### src/rtl/alt_sync_ram_pkg.sv
// alt_sync_ram_pkg
// Shared constants and helpers for the alt_sync_ram simple-dual-port RAM.
//   - string values accepted by the mode parameters
//   - read_latency(): cycles from a read address to q_b for an outdata_reg_b value
package alt_sync_ram_pkg;

  localparam string DUAL_PORT_MODE    = "DUAL_PORT";
  localparam string UNREGISTERED_MODE = "UNREGISTERED";
  localparam string CLOCK0_MODE       = "CLOCK0";
  localparam string OLD_DATA_MODE     = "OLD_DATA";

  function automatic int read_latency(string outdata_reg);
    return (outdata_reg == CLOCK0_MODE) ? 2 : 1;
  endfunction

endpackage

### src/rtl/alt_sync_ram_read_port.sv
// alt_sync_ram_read_port
// Read-side pipeline of alt_sync_ram: the read-data register rd_q and, when
// out_reg is set, an extra output register out_q.
// Ports:
//   clk       - clock (clock0 of the parent)
//   rst       - synchronous active-high clear of rd_q/out_q, beats clk_en
//   clk_en    - global clock enable
//   rd_en     - read enable
//   addr_hold - address stall; rd_q holds while high
//   rd_data   - storage word already selected by the parent (pre-write value)
//   q         - read data presented to the parent's q_b
module alt_sync_ram_read_port #(
  parameter int width   = 8,
  parameter bit out_reg = 1'b0
) (
  input  logic             clk,
  input  logic             rst,
  input  logic             clk_en,
  input  logic             rd_en,
  input  logic             addr_hold,
  input  logic [width-1:0] rd_data,
  output logic [width-1:0] q
);

  // Declaration initialisers give 0 on q at time zero, before any reset.
  logic [width-1:0] rd_q = '0;

  always_ff @(posedge clk) begin
    if (rst) begin
      rd_q <= '0;
    end else if (clk_en && rd_en && !addr_hold) begin
      rd_q <= rd_data;
    end
  end

  if (out_reg) begin : g_out_reg
    logic [width-1:0] out_q = '0;

    always_ff @(posedge clk) begin
      if (rst) begin
        out_q <= '0;
      end else if (clk_en) begin
        out_q <= rd_q;
      end
    end

    assign q = out_q;
  end else begin : g_no_out_reg
    assign q = rd_q;
  end

endmodule

### src/rtl/alt_sync_ram.sv
// alt_sync_ram
// Simple-dual-port synchronous RAM, single clock: write port A, read port B.
// Read latency is 1 cycle ("UNREGISTERED") or 2 cycles ("CLOCK0").
// A read on the same edge as a write to the same address returns old data.
// Optional build macro: ALT_SYNC_RAM_ASSERT_EN enables simulation checks on
// parameters and on port usage.
// Ports:
//   clock0, clocken0, aclr0      - clock, global enable, sync active-high reset
//   wren_a, address_a, data_a    - write port
//   rden_b, address_b,
//   addressstall_b, q_b          - read port
//   q_a, eccstatus               - tied to 0
//   rden_a, wren_b, data_b, clock1, clocken1..3, aclr1, byteena_a/b,
//   addressstall_a               - accepted and ignored
module alt_sync_ram
  import alt_sync_ram_pkg::*;
#(
  parameter string operation_mode                     = DUAL_PORT_MODE,
  parameter int    width_a                            = 8,
  parameter int    width_b                            = 8,
  parameter int    widthad_a                          = 5,
  parameter int    widthad_b                          = 5,
  parameter int    numwords_a                         = 32,
  parameter int    numwords_b                         = 32,
  parameter string address_reg_b                      = CLOCK0_MODE,
  parameter string rdcontrol_reg_b                    = CLOCK0_MODE,
  parameter string outdata_reg_b                      = UNREGISTERED_MODE,
  parameter string read_during_write_mode_mixed_ports = OLD_DATA_MODE,
  parameter string intended_device_family             = ""
) (
  input  logic                 clock0,
  input  logic                 clock1,
  input  logic                 clocken0,
  input  logic                 clocken1,
  input  logic                 clocken2,
  input  logic                 clocken3,
  input  logic                 aclr0,
  input  logic                 aclr1,
  input  logic                 wren_a,
  input  logic                 rden_a,
  input  logic [widthad_a-1:0] address_a,
  input  logic [width_a-1:0]   data_a,
  input  logic                 byteena_a,
  input  logic                 addressstall_a,
  input  logic                 wren_b,
  input  logic                 rden_b,
  input  logic [widthad_b-1:0] address_b,
  input  logic [width_b-1:0]   data_b,
  input  logic                 byteena_b,
  input  logic                 addressstall_b,
  output logic [width_a-1:0]   q_a,
  output logic [width_b-1:0]   q_b,
  output logic [1:0]           eccstatus
);

  localparam logic [widthad_a:0] depth_a = (widthad_a + 1)'(numwords_a);
  localparam logic [widthad_b:0] depth_b = (widthad_b + 1)'(numwords_b);
  localparam bit                 out_reg = (read_latency(outdata_reg_b) == 2);

  // Mode strings only matter to the optional checks; folding them here keeps
  // the default build free of unused-parameter noise.
  localparam bit unused_cfg = (operation_mode == DUAL_PORT_MODE)
                           && (address_reg_b == CLOCK0_MODE)
                           && (rdcontrol_reg_b == CLOCK0_MODE)
                           && (read_during_write_mode_mixed_ports == OLD_DATA_MODE)
                           && (intended_device_family == "");

  logic unused_inputs;
  assign unused_inputs = ^{clock1, clocken1, clocken2, clocken3, aclr1, rden_a,
                           byteena_a, addressstall_a, wren_b, data_b, byteena_b};

  logic [width_a-1:0] mem [numwords_a] = '{default: '0};

  logic               in_range_a;
  logic               in_range_b;
  logic [width_b-1:0] rd_data;

  assign in_range_a = ({1'b0, address_a} < depth_a);
  assign in_range_b = ({1'b0, address_b} < depth_b);

  // Sampled combinationally before the edge, so a same-edge write is not seen.
  assign rd_data = in_range_b ? mem[address_b] : '0;

  // Storage is not touched by aclr0.
  always_ff @(posedge clock0) begin
    if (clocken0 && wren_a && in_range_a) begin
      mem[address_a] <= data_a;
    end
  end

  alt_sync_ram_read_port #(
    .width   (width_b),
    .out_reg (out_reg)
  ) u_read_port (
    .clk       (clock0),
    .rst       (aclr0),
    .clk_en    (clocken0),
    .rd_en     (rden_b),
    .addr_hold (addressstall_b),
    .rd_data   (rd_data),
    .q         (q_b)
  );

  assign q_a       = '0;
  assign eccstatus = '0;

`ifdef ALT_SYNC_RAM_ASSERT_EN
  always_ff @(posedge clock0) begin
    assert (operation_mode == DUAL_PORT_MODE)
      else $error("alt_sync_ram: unsupported operation_mode %s", operation_mode);
    assert (read_during_write_mode_mixed_ports == OLD_DATA_MODE)
      else $error("alt_sync_ram: unsupported mixed-port mode %s",
                  read_during_write_mode_mixed_ports);
    assert (width_a == width_b && widthad_a == widthad_b && numwords_a == numwords_b)
      else $error("alt_sync_ram: port A/B geometry mismatch");
    assert (wren_b !== 1'b1)
      else $error("alt_sync_ram: wren_b asserted on read-only port");
    assert (!$isunknown(wren_a))
      else $error("alt_sync_ram: X on wren_a");
    if (wren_a === 1'b1) begin
      assert (!$isunknown(address_a))
        else $error("alt_sync_ram: X on address_a during write");
      assert (in_range_a)
        else $error("alt_sync_ram: write address out of range");
    end
    if (rden_b === 1'b1) begin
      assert (in_range_b)
        else $error("alt_sync_ram: read address out of range");
    end
  end
`endif

endmodule

### config.mk
export PLATFORM = sky130hd
export DESIGN_NAME = alt_sync_ram
export DESIGN_NICKNAME = d
export VERILOG_FILES = /design/src/rtl/alt_sync_ram_pkg.sv /design/src/rtl/alt_sync_ram_read_port.sv /design/src/rtl/alt_sync_ram.sv
export SDC_FILE = /design/constraint.sdc
export NUM_CORES = 1
export LEC_CHECK = 0
export BUFFER_PORTS_ARGS = -buffer_cell sky130_fd_sc_hd__buf_2
export CAP_MARGIN = 20
export CORE_ASPECT_RATIO = 0.9
export CORE_MARGIN = 2
export CORE_UTILIZATION = 51
export DETAILED_ROUTE_END_ITERATION = 16
export GPL_TIMING_DRIVEN = 0
export PLACE_DENSITY = 0.8
export SLEW_MARGIN = 30
export SYNTH_ARGS = -nofsm -noshare
export SYNTH_HDL_FRONTEND = slang
export SYNTH_SLANG_ARGS = --single-unit
### constraint.sdc
create_clock -name clock0 -period 2.2 [get_ports clock0]
set_input_delay 0.22 -clock clock0 [delete_from_list [all_inputs] [get_ports clock0]]
set_output_delay 0.22 -clock clock0 [all_outputs]
set_load 0.02 [all_outputs]
==> qor.txt <==
antenna violations before repair -> 0
Final Critical Period -> 1862 ps
final hold violation count -> 0
core area -> 20,050 µm²
Max rail drop VDD -> 652.2 µV
Tightest Pin Transition -> 780.9 ps
grt met3 use -> 4.641%
commonest cells in the netlist -> 256 x edfxtp_1, 128 x mux2i_1, 64 x a22oi_1
CTS sink cnt -> 264
Layout area overhead -> 12.68%
post-layout util -> 58.84%
synthesized area per cell -> 17.02 µm²
Setup Viol. Count Final -> 0
met2 Use GR -> 38.04%
Post-CTS Setup Inserts -> 0
leak pwr -> 0.004114 µW
ys flop type -> edfxtp_1
Max Slew Vio Count -> 0
clock skew -> 16.17 ps
delay-heaviest family, CP -> compound AO/OA/AOI/OAI gates
worst min path class -> in2reg
dominant cell type by area after synthesis -> edfxtp_1
Worst EP arrival -> 2280 ps
die area -> 21,690 µm²
max_cap viols -> 0
die extent in y -> 139.9 µm
top cells by area, synth -> edfxtp_1 73%, mux2i_1 12%, a22oi_1 4.6%
critical-path cell list -> buf_2, nor2b_1, clkbuf_1, clkbuf_1, a22oi_1, a21oi_1, or4_1, a211oi_1
post-synth cell types -> 24
hold_buf cts -> 0
Root Buffer -> clkbuf_16
ys async rst share -> 0%
Buf/Inv on CP -> 3
crit-path most repeated cell -> clkbuf_1
largest fanout on the critical path -> 10
clock buffer depth -> 3
Critical Path RT -> 2620 ps
unrepaired setup endpoints after global routing -> false
first-pass GRT wire length -> 35,880 µm
Max stage delay on crit path -> 530 ps
Starting Density -> 52.22%
Antenna Cells -> 0
layout cells sized above 1 -> 13.51%
fin cells -> 951
clock-pin transition on the worst setup and hold timing paths -> 60 ps
Port Buffers -> 29
final WL -> 24,810 µm
Worst-Skew Late Latency -> 520 ps
Worst setup EP type -> register
drt pass-1 iters -> 7
GR peak layer -> met2
H-tree depth -> 1
Final ANT Viol Nets -> 0
number of synthesized register bits -> 264
vias per cell -> 6.095
total CTS buffers -> 26
DR WL/cell -> 26.09 µm
yosys warns -> 0
crit share post-route -> 84.62%
initial DRC count -> 778
drt drc -> 0
Total GRT Usage -> 22.87%
Synth Instances -> 615
Cells after DPL -> 908
vias in the first global route -> 5,820
post-synth top area share -> 73.43%
top-count cell post-synth -> edfxtp_1
post-layout power -> 10,490 µW
num rows -> 49
Max Clk Rate -> 537.2 MHz
PwrDens -> 889.3 nW/µm²
IO Pins -> 60
HPWL after DPL -> 16,240 µm
largest net degree at the start of global routing -> 33
gpl congestion -> 0.9261
slowest CP cell -> or4_1
Slew headroom -> 47.75%
CTS tree -> yes
sequential area share after synthesis -> 74.96%
Post-CTS Resized -> 0
nets -> 723
outcome -> completed
Synth Cell Area -> 10,470 µm²
Post-synth EDFFs -> 256
Vias -> 5,796
Crit Path Class -> in2reg
crit path launch type -> input port
routing usage on met1 -> 31.08%
Die W -> 155.0 µm
GRT overflow -> 0
-- path summary, 6_finish.rpt --
| kind | from | end | slack [ps] | cells after the start |
|---|---|---|---|---|
| worst max-delay path | address_b[1] | u_read_port.q[0]$_SDFFE_PP0P_ | 340 | 8 |
| worst min-delay path | addressstall_b | u_read_port.q[3]$_SDFFE_PP0P_ | 90 | 4 |
| worst max register to register | mem[17][0]$_DFFE_PP_ | u_read_port.q[0]$_SDFFE_PP0P_ | 430 | 5 |
| worst min register to register | u_read_port.q[7]$_SDFFE_PP0P_ | u_read_port.q[7]$_SDFFE_PP0P_ | 500 | 2 |
-- logic make-up after synthesis --
logic type	count (synthesis)	share of synthesized area, %
flops	264	74.96
compound gates	104	6.693
mux	128	12.24
buf+inv	45	2.689
other cells	1	0.03582
simple gates	73	3.382
-- worst register-to-register path: stages (launching register included) --
cell and delay (ps):
edfxtp_1 330, mux2i_1 70, a22oi_1 330, a21oi_1 130, or4_1 530, a211oi_1 280
-- layer usage --
| metal | wire length (µm) | part of all wire, % | vias up |
|---|---|---|---|
| met5 | 0 | 0 | - |
| met4 | 676 | 2.7 | 0 |
| met3 | 2059 | 8.3 | 48 |
| met2 | 11900 | 48 | 288 |
| met1 | 10170 | 41 | 2921 |
| li1 | - | - | 2539 |
-- stage by stage --
stage	setup TNS [ps]	worst slack [ps]	area, µm²	hold slack, ps
after global routing	0	224.6	11800	124.6
after detailed placement	-742.0	-135.7	10970	496.0
after CTS	0	396.0	11800	79.22
after floorplan	0	507.6	10500	318.9
after global placement	-609.8	-134.6	10970	488.7
final	0	338.3	11800	94.20
-- power by group --
part	switching, µW	internal [µW]	total [µW]
clock	1760	2570	4320
sequential	14.3	5550	5570
combinational	409	190	599
-- sequential cells by signal, summed over array words and instances, names as in the netlist --
name           flops
mem              256
u_read_port.q      8
-- layout make-up --
cell class	instances	area, µm²
fill	1442	8252
sequential	264	7848
multi-input combinational	315	2374
clock buffer	30	686.9
tap	255	319.1
buffer	45	281.5
timing repair buffer	29	145.1
clock inverter	13	142.6
-- cells in the final DEF, fill, tap and decap left out, types with 3 or more instances in the layout --
cell	count
nand3b_1	3
buf_4	18
clkinv_2	6
clkbuf_16	27
nor2_1	44
edfxtp_1	256
bufinv_16	3
clkbuf_1	22
or4_1	8
buf_2	29
a211oi_1	8
nand2_1	5
mux2i_1	128
buf_6	6
dfxtp_1	8
a21oi_1	32
conb_1	10
a22oi_1	64
Power figures use the tool's default switching activity.
